--- src/rtl/axi4_psram_wb_bridge.sv ---
// AXI4 slave to Wishbone master bridge for a PSRAM controller.
// Handles one AXI transaction at a time. Each beat becomes one WB word access,
// or a series of single-byte accesses when the write strobe pattern cannot be
// expressed as one aligned byte, halfword or word. Reads and writes alternate
// when both address channels are valid at once.
module axi4_psram_wb_bridge #(
  parameter int ADDR_W = 32
) (
  input  logic              clk,
  input  logic              rst_n,
  // AXI write address
  input  logic [ADDR_W-1:0] awaddr,
  input  logic [7:0]        awlen,
  input  logic [2:0]        awsize,
  input  logic              awvalid,
  output logic              awready,
  // AXI write data
  input  logic [31:0]       wdata,
  input  logic [3:0]        wstrb,
  input  logic              wlast,
  input  logic              wvalid,
  output logic              wready,
  // AXI write response
  output logic [1:0]        bresp,
  output logic              bvalid,
  input  logic              bready,
  // AXI read address
  input  logic [ADDR_W-1:0] araddr,
  input  logic [7:0]        arlen,
  input  logic [2:0]        arsize,
  input  logic              arvalid,
  output logic              arready,
  // AXI read data
  output logic [31:0]       rdata,
  output logic [1:0]        rresp,
  output logic              rlast,
  output logic              rvalid,
  input  logic              rready,
  // Wishbone master
  output logic [ADDR_W-1:0] adr_o,
  output logic [31:0]       dat_o,
  input  logic [31:0]       dat_i,
  output logic [3:0]        sel_o,
  output logic              cyc_o,
  output logic              stb_o,
  output logic              we_o,
  input  logic              ack_i
);

  localparam logic [1:0]        OKAY   = 2'b00;
  localparam logic [1:0]        SLVERR = 2'b10;
  localparam logic [ADDR_W-1:0] STEP   = ADDR_W'(4);

  typedef enum logic [2:0] {
    IDLE  = 3'd0,
    RD_WB = 3'd1,
    RD_R  = 3'd2,
    WR_W  = 3'd3,
    WR_WB = 3'd4,
    WR_B  = 3'd5
  } state_t;

  state_t state, state_nxt;

  logic [ADDR_W-1:0] addr;
  logic [ADDR_W-1:0] word_addr;
  logic [7:0]        len;
  logic [7:0]        beat;
  logic              serr;
  logic              last_wr;
  logic [31:0]       wdata_q;
  logic [3:0]        wstrb_q;
  logic [3:0]        pend;
  logic [3:0]        pend_left;
  logic              stb;
  logic              ack;
  logic              last_beat;
  logic              ar_go;
  logic              aw_go;
  logic              w_go;
  logic              r_go;
  logic              b_go;
  logic              w_skip;
  logic              wb_done;

  // Bursts only make sense for full-word beats; anything wider than a word is unsupported.
  function automatic logic size_bad(input logic [2:0] size, input logic [7:0] blen);
    return (size > 3'd2) || ((size < 3'd2) && (blen != 8'd0));
  endfunction

  // Strobe patterns the PSRAM controller accepts as a single access.
  function automatic logic strb_whole(input logic [3:0] s);
    logic ok;
    case (s)
      4'b0001, 4'b0010, 4'b0100, 4'b1000,
      4'b0011, 4'b1100, 4'b1111: ok = 1'b1;
      default:                   ok = 1'b0;
    endcase
    return ok;
  endfunction

  function automatic logic [3:0] low_lane(input logic [3:0] m);
    return m & (~m + 4'd1);
  endfunction

  // A stale ack while no strobe is out must never be taken as a completion.
  assign ack       = stb & ack_i;
  assign last_beat = (beat == len);
  assign word_addr = {addr[ADDR_W-1:2], 2'b00};

  // Alternating arbiter: last_wr set means the write side was granted last.
  assign ar_go   = (state == IDLE) && arvalid && (!awvalid || last_wr);
  assign aw_go   = (state == IDLE) && awvalid && !ar_go;
  assign arready = ar_go;
  assign awready = aw_go;

  assign wready = (state == WR_W);
  assign rvalid = (state == RD_R);
  assign bvalid = (state == WR_B);
  assign w_go   = wready & wvalid;
  assign r_go   = rvalid & rready;
  assign b_go   = bvalid & bready;
  assign w_skip = serr || (wstrb == 4'b0000);

  assign pend_left = pend & ~sel_o;
  assign wb_done   = ack && (pend_left == 4'b0000);

  assign cyc_o = stb;
  assign stb_o = stb;

  // State register.
  always_ff @(posedge clk or negedge rst_n) begin
    if (!rst_n) state <= IDLE;
    else        state <= state_nxt;
  end

  // Next-state decode.
  always_comb begin
    state_nxt = state;
    case (state)
      IDLE: begin
        if (ar_go)      state_nxt = RD_WB;
        else if (aw_go) state_nxt = WR_W;
      end
      RD_WB: if (serr || ack) state_nxt = RD_R;
      RD_R:  if (r_go) state_nxt = last_beat ? IDLE : RD_WB;
      WR_W: begin
        if (w_go) begin
          if (w_skip) state_nxt = last_beat ? WR_B : WR_W;
          else        state_nxt = WR_WB;
        end
      end
      WR_WB: if (wb_done) state_nxt = last_beat ? WR_B : WR_W;
      WR_B:  if (b_go) state_nxt = IDLE;
      default: state_nxt = IDLE;
    endcase
  end

  // Transaction context, WB bus drive and AXI response registers.
  always_ff @(posedge clk or negedge rst_n) begin
    if (!rst_n) begin
      addr    <= '0;
      len     <= '0;
      beat    <= '0;
      serr    <= 1'b0;
      last_wr <= 1'b1;
      wdata_q <= '0;
      wstrb_q <= '0;
      pend    <= '0;
      stb     <= 1'b0;
      adr_o   <= '0;
      dat_o   <= '0;
      sel_o   <= '0;
      we_o    <= 1'b0;
      rdata   <= '0;
      rresp   <= OKAY;
      rlast   <= 1'b0;
      bresp   <= OKAY;
    end else begin
      case (state)
        IDLE: begin
          if (ar_go) begin
            addr    <= araddr;
            len     <= arlen;
            beat    <= 8'd0;
            serr    <= size_bad(arsize, arlen);
            last_wr <= 1'b0;
          end else if (aw_go) begin
            addr    <= awaddr;
            len     <= awlen;
            beat    <= 8'd0;
            serr    <= size_bad(awsize, awlen);
            last_wr <= 1'b1;
            bresp   <= size_bad(awsize, awlen) ? SLVERR : OKAY;
          end
        end
        RD_WB: begin
          if (serr) begin
            rdata <= '0;
            rresp <= SLVERR;
            rlast <= last_beat;
          end else if (!stb) begin
            stb   <= 1'b1;
            adr_o <= word_addr;
            sel_o <= 4'b1111;
            we_o  <= 1'b0;
          end else if (ack) begin
            stb   <= 1'b0;
            rdata <= dat_i;
            rresp <= OKAY;
            rlast <= last_beat;
          end
        end
        RD_R: begin
          if (r_go) begin
            rlast <= 1'b0;
            if (!last_beat) begin
              beat <= beat + 8'd1;
              addr <= addr + STEP;
            end
          end
        end
        WR_W: begin
          if (w_go) begin
            wdata_q <= wdata;
            wstrb_q <= wstrb;
            pend    <= wstrb;
            if (wlast != last_beat) bresp <= SLVERR;
            if (w_skip && !last_beat) begin
              beat <= beat + 8'd1;
              addr <= addr + STEP;
            end
          end
        end
        WR_WB: begin
          if (!stb) begin
            stb   <= 1'b1;
            we_o  <= 1'b1;
            adr_o <= word_addr;
            dat_o <= wdata_q;
            sel_o <= strb_whole(wstrb_q) ? wstrb_q : low_lane(pend);
          end else if (ack) begin
            stb  <= 1'b0;
            we_o <= 1'b0;
            pend <= pend_left;
            if ((pend_left == 4'b0000) && !last_beat) begin
              beat <= beat + 8'd1;
              addr <= addr + STEP;
            end
          end
        end
        default: ;
      endcase
    end
  end

endmodule

--- config.mk ---
export PLATFORM = sky130hd
export DESIGN_NAME = axi4_psram_wb_bridge
export DESIGN_NICKNAME = d
export VERILOG_FILES = /design/src/rtl/axi4_psram_wb_bridge.sv
export SDC_FILE = /design/constraint.sdc
export NUM_CORES = 1
export LEC_CHECK = 0
export ABC_AREA = 0
export CAP_MARGIN = 15
export CORE_ASPECT_RATIO = 0.7
export CORE_MARGIN = 8
export CORE_UTILIZATION = 52
export DETAILED_ROUTE_END_ITERATION = 10
export GPL_TIMING_DRIVEN = 1
export PLACE_DENSITY = 0.95
export SLEW_MARGIN = 20
export SYNTH_ARGS = -nofsm -noshare
export SYNTH_HDL_FRONTEND = slang
export SYNTH_SLANG_ARGS = --single-unit
--- constraint.sdc ---
create_clock -name clk -period 7.2 [get_ports clk]
set_clock_uncertainty 0.2 [all_clocks]
set_input_delay 0.72 -clock clk [delete_from_list [all_inputs] [get_ports clk]]
set_output_delay 0.72 -clock clk [all_outputs]
set_load 0.005 [all_outputs]
==> results of run 1 <==
==> metal layers <==
| layer | up-vias | share of wire [%] |
|---|---|---|
| met2 | 400 | 47 |
| met1 | 3995 | 41 |
| met5 | - | 0 |
| met4 | 0 | 2.0 |
| met3 | 44 | 9.5 |
| li1 | 3796 | - |
==> cells in the mapped netlist, drive strengths merged (2+ instances only) <==
cell type  number  area (µm²)
a32o            4       40.04
nand4          10       62.56
nor2b           3       18.77
a21o            3       22.52
nand3          19       95.09
a211oi          5       42.54
or3             2       12.51
xnor2           8       70.07
a22oi           3       22.52
a2111oi         2       36.29
a211o           3       26.28
dfrtp         193        4830
mux2           78       878.3
nor3           16       90.09
or2             3       18.77
a31oi          13       81.33
o31ai           5       37.54
o32ai           2       17.52
ha              2       25.02
a21oi          56       280.3
o2bb2ai         3       26.28
a221oi          2       17.52
o21a            3       22.52
inv            15       56.30
a32oi           2       17.52
a31o            4       35.04
o22ai          12       75.07
o22a            2       17.52
nand2b         40       250.2
and2            5       31.28
nor2           36       137.6
buf            31       187.7
clkbuf         30       113.9
nand2         210       788.3
nor4            6       43.79
o21ai          77       385.4
and3           13       81.33
and4            4       35.03
a22o            6       52.55
mux2i          11       110.1
==> sequential cells by signal, summed over array words and instances (netlist names), 3 cells and up <==
name     flops
state        3
pend         4
beat         8
wstrb_q      4
sel_o        4
dat_o       32
len          8
adr_o       30
rdata       32
addr        30
wdata_q     32
==> metrics by stage <==
stage	cells	power (mW)	utilization [%]	worst slack, ps	cell area [µm²]
6_report	1439	5.200	71.37	2602	12700
4_1_cts	1439	5.220	71.35	2563	12700
2_1_floorplan	957	3.221	-	4610	9323
3_3_place_gp	1407	4.101	67.94	2701	12090
5_1_grt	1439	5.553	71.37	2310	12700
3_5_place_dp	1407	4.248	67.94	2622	12090
==> final cells by class <==
type	count	area (µm²)
fill	1224	5096
sequential	194	4856
multi-input combinational	687	4150
timing repair buffer	275	2740
clock buffer	17	425.4
tap	236	295.3
clock inverter	15	181.4
inverter	15	56.30
==> logic make-up after synthesis <==
family / count (synthesis) / synth area share (%)
muxes: 89 / 10.62
and+or+nand+nor: 370 / 18.15
AOI/OAI and AO/OA: 213 / 14.08
other: 1 / 0.04027
buffers and inverters: 76 / 3.843
xor gates and xnor gates: 9 / 0.8466
DFF: 194 / 52.15
adders and majority gates: 2 / 0.2687
==> final timing paths <==
kind	slack, ps	to	startpoint
max in group asynchronous	5340	wdata_q[23]	rst_n
worst max-delay path	2600	arready	state[0]
worst min register to register	270	wdata_q[26]	wdata_q[26]
worst max register to register	3310	beat[5]	state[0]
worst min-delay path	160	adr_o[19]	rst_n
min in group clk	270	wdata_q[26]	wdata_q[26]
==> power by group through the flow <==
stage | clock (mW) | combinational (mW) | sequential, mW
2_1_floorplan | 0 | 1.38 | 1.85
3_3_place_gp | 0 | 2.19 | 1.91
3_5_place_dp | 0 | 2.29 | 1.96
4_1_cts | 0.969 | 2.31 | 1.94
5_1_grt | 1.01 | 2.53 | 2.01
6_report | 0.953 | 2.30 | 1.95
==> results.ini, run 1 <==
[sta]
setup_viol=0
worst_slew_pin_slew_ps=1044
rsz0062_at_grt=no
fin_setup_tns_ps=0
hold_ws_ps=160.9
slew_headroom_pct=30.25
fmax_mhz=217.5
report.final.hold_viol_count=0
finalCritPeriodShare_pct=63.87
fin_crit_ps=4598
drv_slew=0

[power]
peakVddDrop_uv=238.4
intPower_mw=3.169
power_frac_comb_pct=44.2
clkPwrFrac_pct=18.3
power_switching_mw=2.031
p_leak_nw=5.486
switching_share_pct=39.05
seq_power_share_pct=37.5
pwr_density_cell_nw_per_um2=409.3

[clock_tree]
clk_pin_slew_ps=80
cts_tree=done
cts_hold_buf=0
cts_resized=0
clk_latency_ps=430
post_cts_buffers=0
numCtsBuffers=17
clock-sinks=194
cts_max_level=4
clock_path_buffers=2
clock-root-buffer=clkbuf_16

[hold_path]
hp-class=input pin to async pin

[route]
vias=8235
viasPerCell=5.723
ant_nets=0
routed_wl_mm=27.52
drc=0
dr.pass1.iters=5
drtIter0Drc=856
wire_per_inst_um=19.13

[grt]
busiest_layer=met2
met2_usage_pct=39.73
antenna_found_initial=0
met3_usage_pct=7.946
grt_use_met1_pct=30.94
first_global_vias=8344
grt_pass1_wl_mm=44.17
overflow=0
grt.total_usage_pct=24.46
grt_max_degree=113

[status]
status=completed

[critical_path]
ff2ff_path_depth=7
path_max_fanout=40
endpoint_kind=output port
critPathTopFamily=buffers and inverters
cp_num_buf_inv=2
critPathSlowestCell=nand3_2
arrival_ps=3680
cpPeakStageDelay_ps=840
path_cells=nor3_2 > nand3_2 > inv_1 > clkdlybuf4s50_1
crit_cells=4
cp_data_required_time_ps=6280
worstSetupStartpointType=register
worstSetupPathType=register to output port

[die]
coreArea_um2=17800
placementRows=41
die_h_um=128.0
pin_count=276
die_x_um=175.9
start_util_pct=52.31
dieArea_um2=22510

[finish]
area_growth_pct=36.44
layout_common_cells=266 x clkdlybuf4s50_1, 209 x nand2_1, 193 x dfrtp_1
n_antenna_cell=0
final_common_cell=clkdlybuf4s50_1
drive_gt1_share_pct=11.22
fin_nets=1355

[placed_design]
gp_congestion=0.8795
post-dp-hpwl_mm=20.23
port_buffers=267

[synth]
avgSynthCellArea_um2=9.760
async_flop_share_pct=100.0
ys_seq_area_share_pct=52.15
synthDistinctLibCells=65
syn-cell-area_um2=9311
syn_inst=954
yosysWarnings=0
synthFlopType=dfrtp_1
ys_seq_elements=194
synth_edf_count=0

[run]
drv_cap=0

No activity file was read; power rests on OpenSTA's default activity.
==> inputs of run 2 (changes only) <==
- CORE_UTILIZATION: 52 -> 43
- PLACE_DENSITY: 0.95 -> 0.86
- clock period: 7.2 -> 4.2 ns (I/O delays scaled with it)
==> run 2 against run 1 <==
Utilization decreased by 12 points. Power increased by 71%. Combinational power increased by 70%. Setup slack got worse by 1600 ps. Sequential share of layout area decreased by 0.38 points. Critical path depth unchanged. Global-route usage decreased by 4.2 points. Die area increased by 19%. Final cell count increased by 3.7%. Largest power group unchanged. Highest routed layer unchanged.
==> results.ini, run 2 (same netlist as run 1, synthesis figures left out) <==
[status]
status=completed

[clock_tree]
clk_latency_ps=440
cts_tree=done
cts_resized=0
cts_max_level=4
clock-root-buffer=clkbuf_16
cts_hold_buf=1
clk_pin_slew_ps=80
clock_path_buffers=2
numCtsBuffers=17
clock-sinks=194
post_cts_buffers=0

[critical_path]
worstSetupStartpointType=register
endpoint_kind=output port
cp_data_required_time_ps=3580
worstSetupPathType=register to output port
r2r_slack_ps=1230
arrival_ps=2600
path_max_fanout=16

[sta]
drv_slew=0
rsz0062_at_grt=no
fmax_mhz=310.2
report.final.hold_viol_count=0
fin_setup_tns_ps=0
finalCritPeriodShare_pct=76.75
slew_headroom_pct=35.06
fin_crit_ps=3223
worst_slew_pin_slew_ps=974.1
setup_viol=0

[route]
vias=8058
ant_nets=0
drtIter0Drc=748
dr.pass1.iters=6
drc=0
routed_wl_mm=27.04
viasPerCell=5.401
wire_per_inst_um=18.12

[die]
die_x_um=191.9
placementRows=45
start_util_pct=43.41
die_h_um=139.1
pin_count=276
dieArea_um2=26700
coreArea_um2=21450

[finish]
multiInputGateArea_um2=4150
n_antenna_cell=0
drive_gt1_share_pct=11.65
layout_common_cells=266 x clkdlybuf4s50_1, 209 x nand2_1, 193 x dfrtp_1
fin_cells=1492
regArea_um2=4856
fin_nets=1362
final_common_cell=clkdlybuf4s50_1
area_growth_pct=37.83
top_regs=dat_o: 32 flops, rdata: 32 flops, wdata_q: 32 flops
fin_area_um2=12830
fillCellCount=1761

[placed_design]
numPlacedInstances=1459
post-dp-hpwl_mm=20.05
gp_congestion=0.8536
port_buffers=267
postPlaceCellArea_um2=12220

[power]
p_leak_nw=5.532
pwr_density_cell_nw_per_um2=692.2
peakVddDrop_uv=411.6

[grt]
grt.total_usage_pct=20.30
grt_max_degree=121
antenna_found_initial=0
overflow=0
grt_pass1_wl_mm=43.68
first_global_vias=8131

[run]
drv_cap=0

[hold_path]
hp-class=register to register

==> run 2: cell count changes in the layout (fill, tap and decap cells not counted), sizes merged <==
| cell | delta |
|---|---|
| buf | +6 |
| clkinv | +1 |
| clkinvlp | -2 |
| dlygate4sd3 | +1 |
| inv | +1 |
==> run 2: routing by layer <==
| layer | global-route usage [%] | up-vias | part of all wire (%) |
|---|---|---|---|
| met3 | 7.035 | 25 | 11 |
| met5 | 0 | - | 0 |
| met2 | 31.81 | 356 | 46 |
| met1 | 27.00 | 3863 | 42 |
| met4 | 3.717 | 0 | 0.87 |
| li1 | - | 3814 | - |
==> run 2: final cells by class <==
cell class	count	area share [%]
Clock buffer	17	3.315
Clock inverter	15	1.375
Inverter	15	0.4387
Multi-Input combinational cell	687	32.34
Sequential cell	194	37.84
Tap cell	282	2.749
Timing Repair Buffer	282	21.95
==> run 2: power by group <==
| group | switching [mW] | leakage, nW | internal, mW |
|---|---|---|---|
| Clock | 0.823 | 0.293 | 0.809 |
| Combinational | 1.95 | 2.87 | 1.97 |
| Sequential | 0.650 | 2.36 | 2.68 |
==> run 2: worst max-delay path, stage by stage (launching register included) <==
cell and delay, ps:
dfrtp_1 540, nor3_2 420, nand3_2 130, inv_1 460
clkdlybuf4s50_1 630
==> run 2: path summary, 6_finish.rpt <==
check / from / to / cells after the start
worst max-delay path: state[0] / arready / 4
worst min-delay path: wdata_q[25] / wdata_q[25] / 2
worst max register to register: state[0] / addr[26] / 8
worst min register to register: wdata_q[25] / wdata_q[25] / 2
max in group asynchronous: rst_n / rdata[10] / 3
min in group asynchronous: rst_n / adr_o[22] / 2
==> run 2: through the flow <==
step / setup slack [ps] / util, % / power [mW] / hold slack, ps
4_1_cts: 944.9 / 59.82 / 8.935 / 278.0
3_5_place_dp: 931.3 / 56.97 / 7.285 / 259.0
6_report: 976.6 / 59.82 / 8.884 / 275.5
2_1_floorplan: 1910 / - / 5.522 / -75.59
5_1_grt: 786.6 / 59.82 / 9.529 / 295.6
3_3_place_gp: 1030 / 56.97 / 7.095 / 251.0
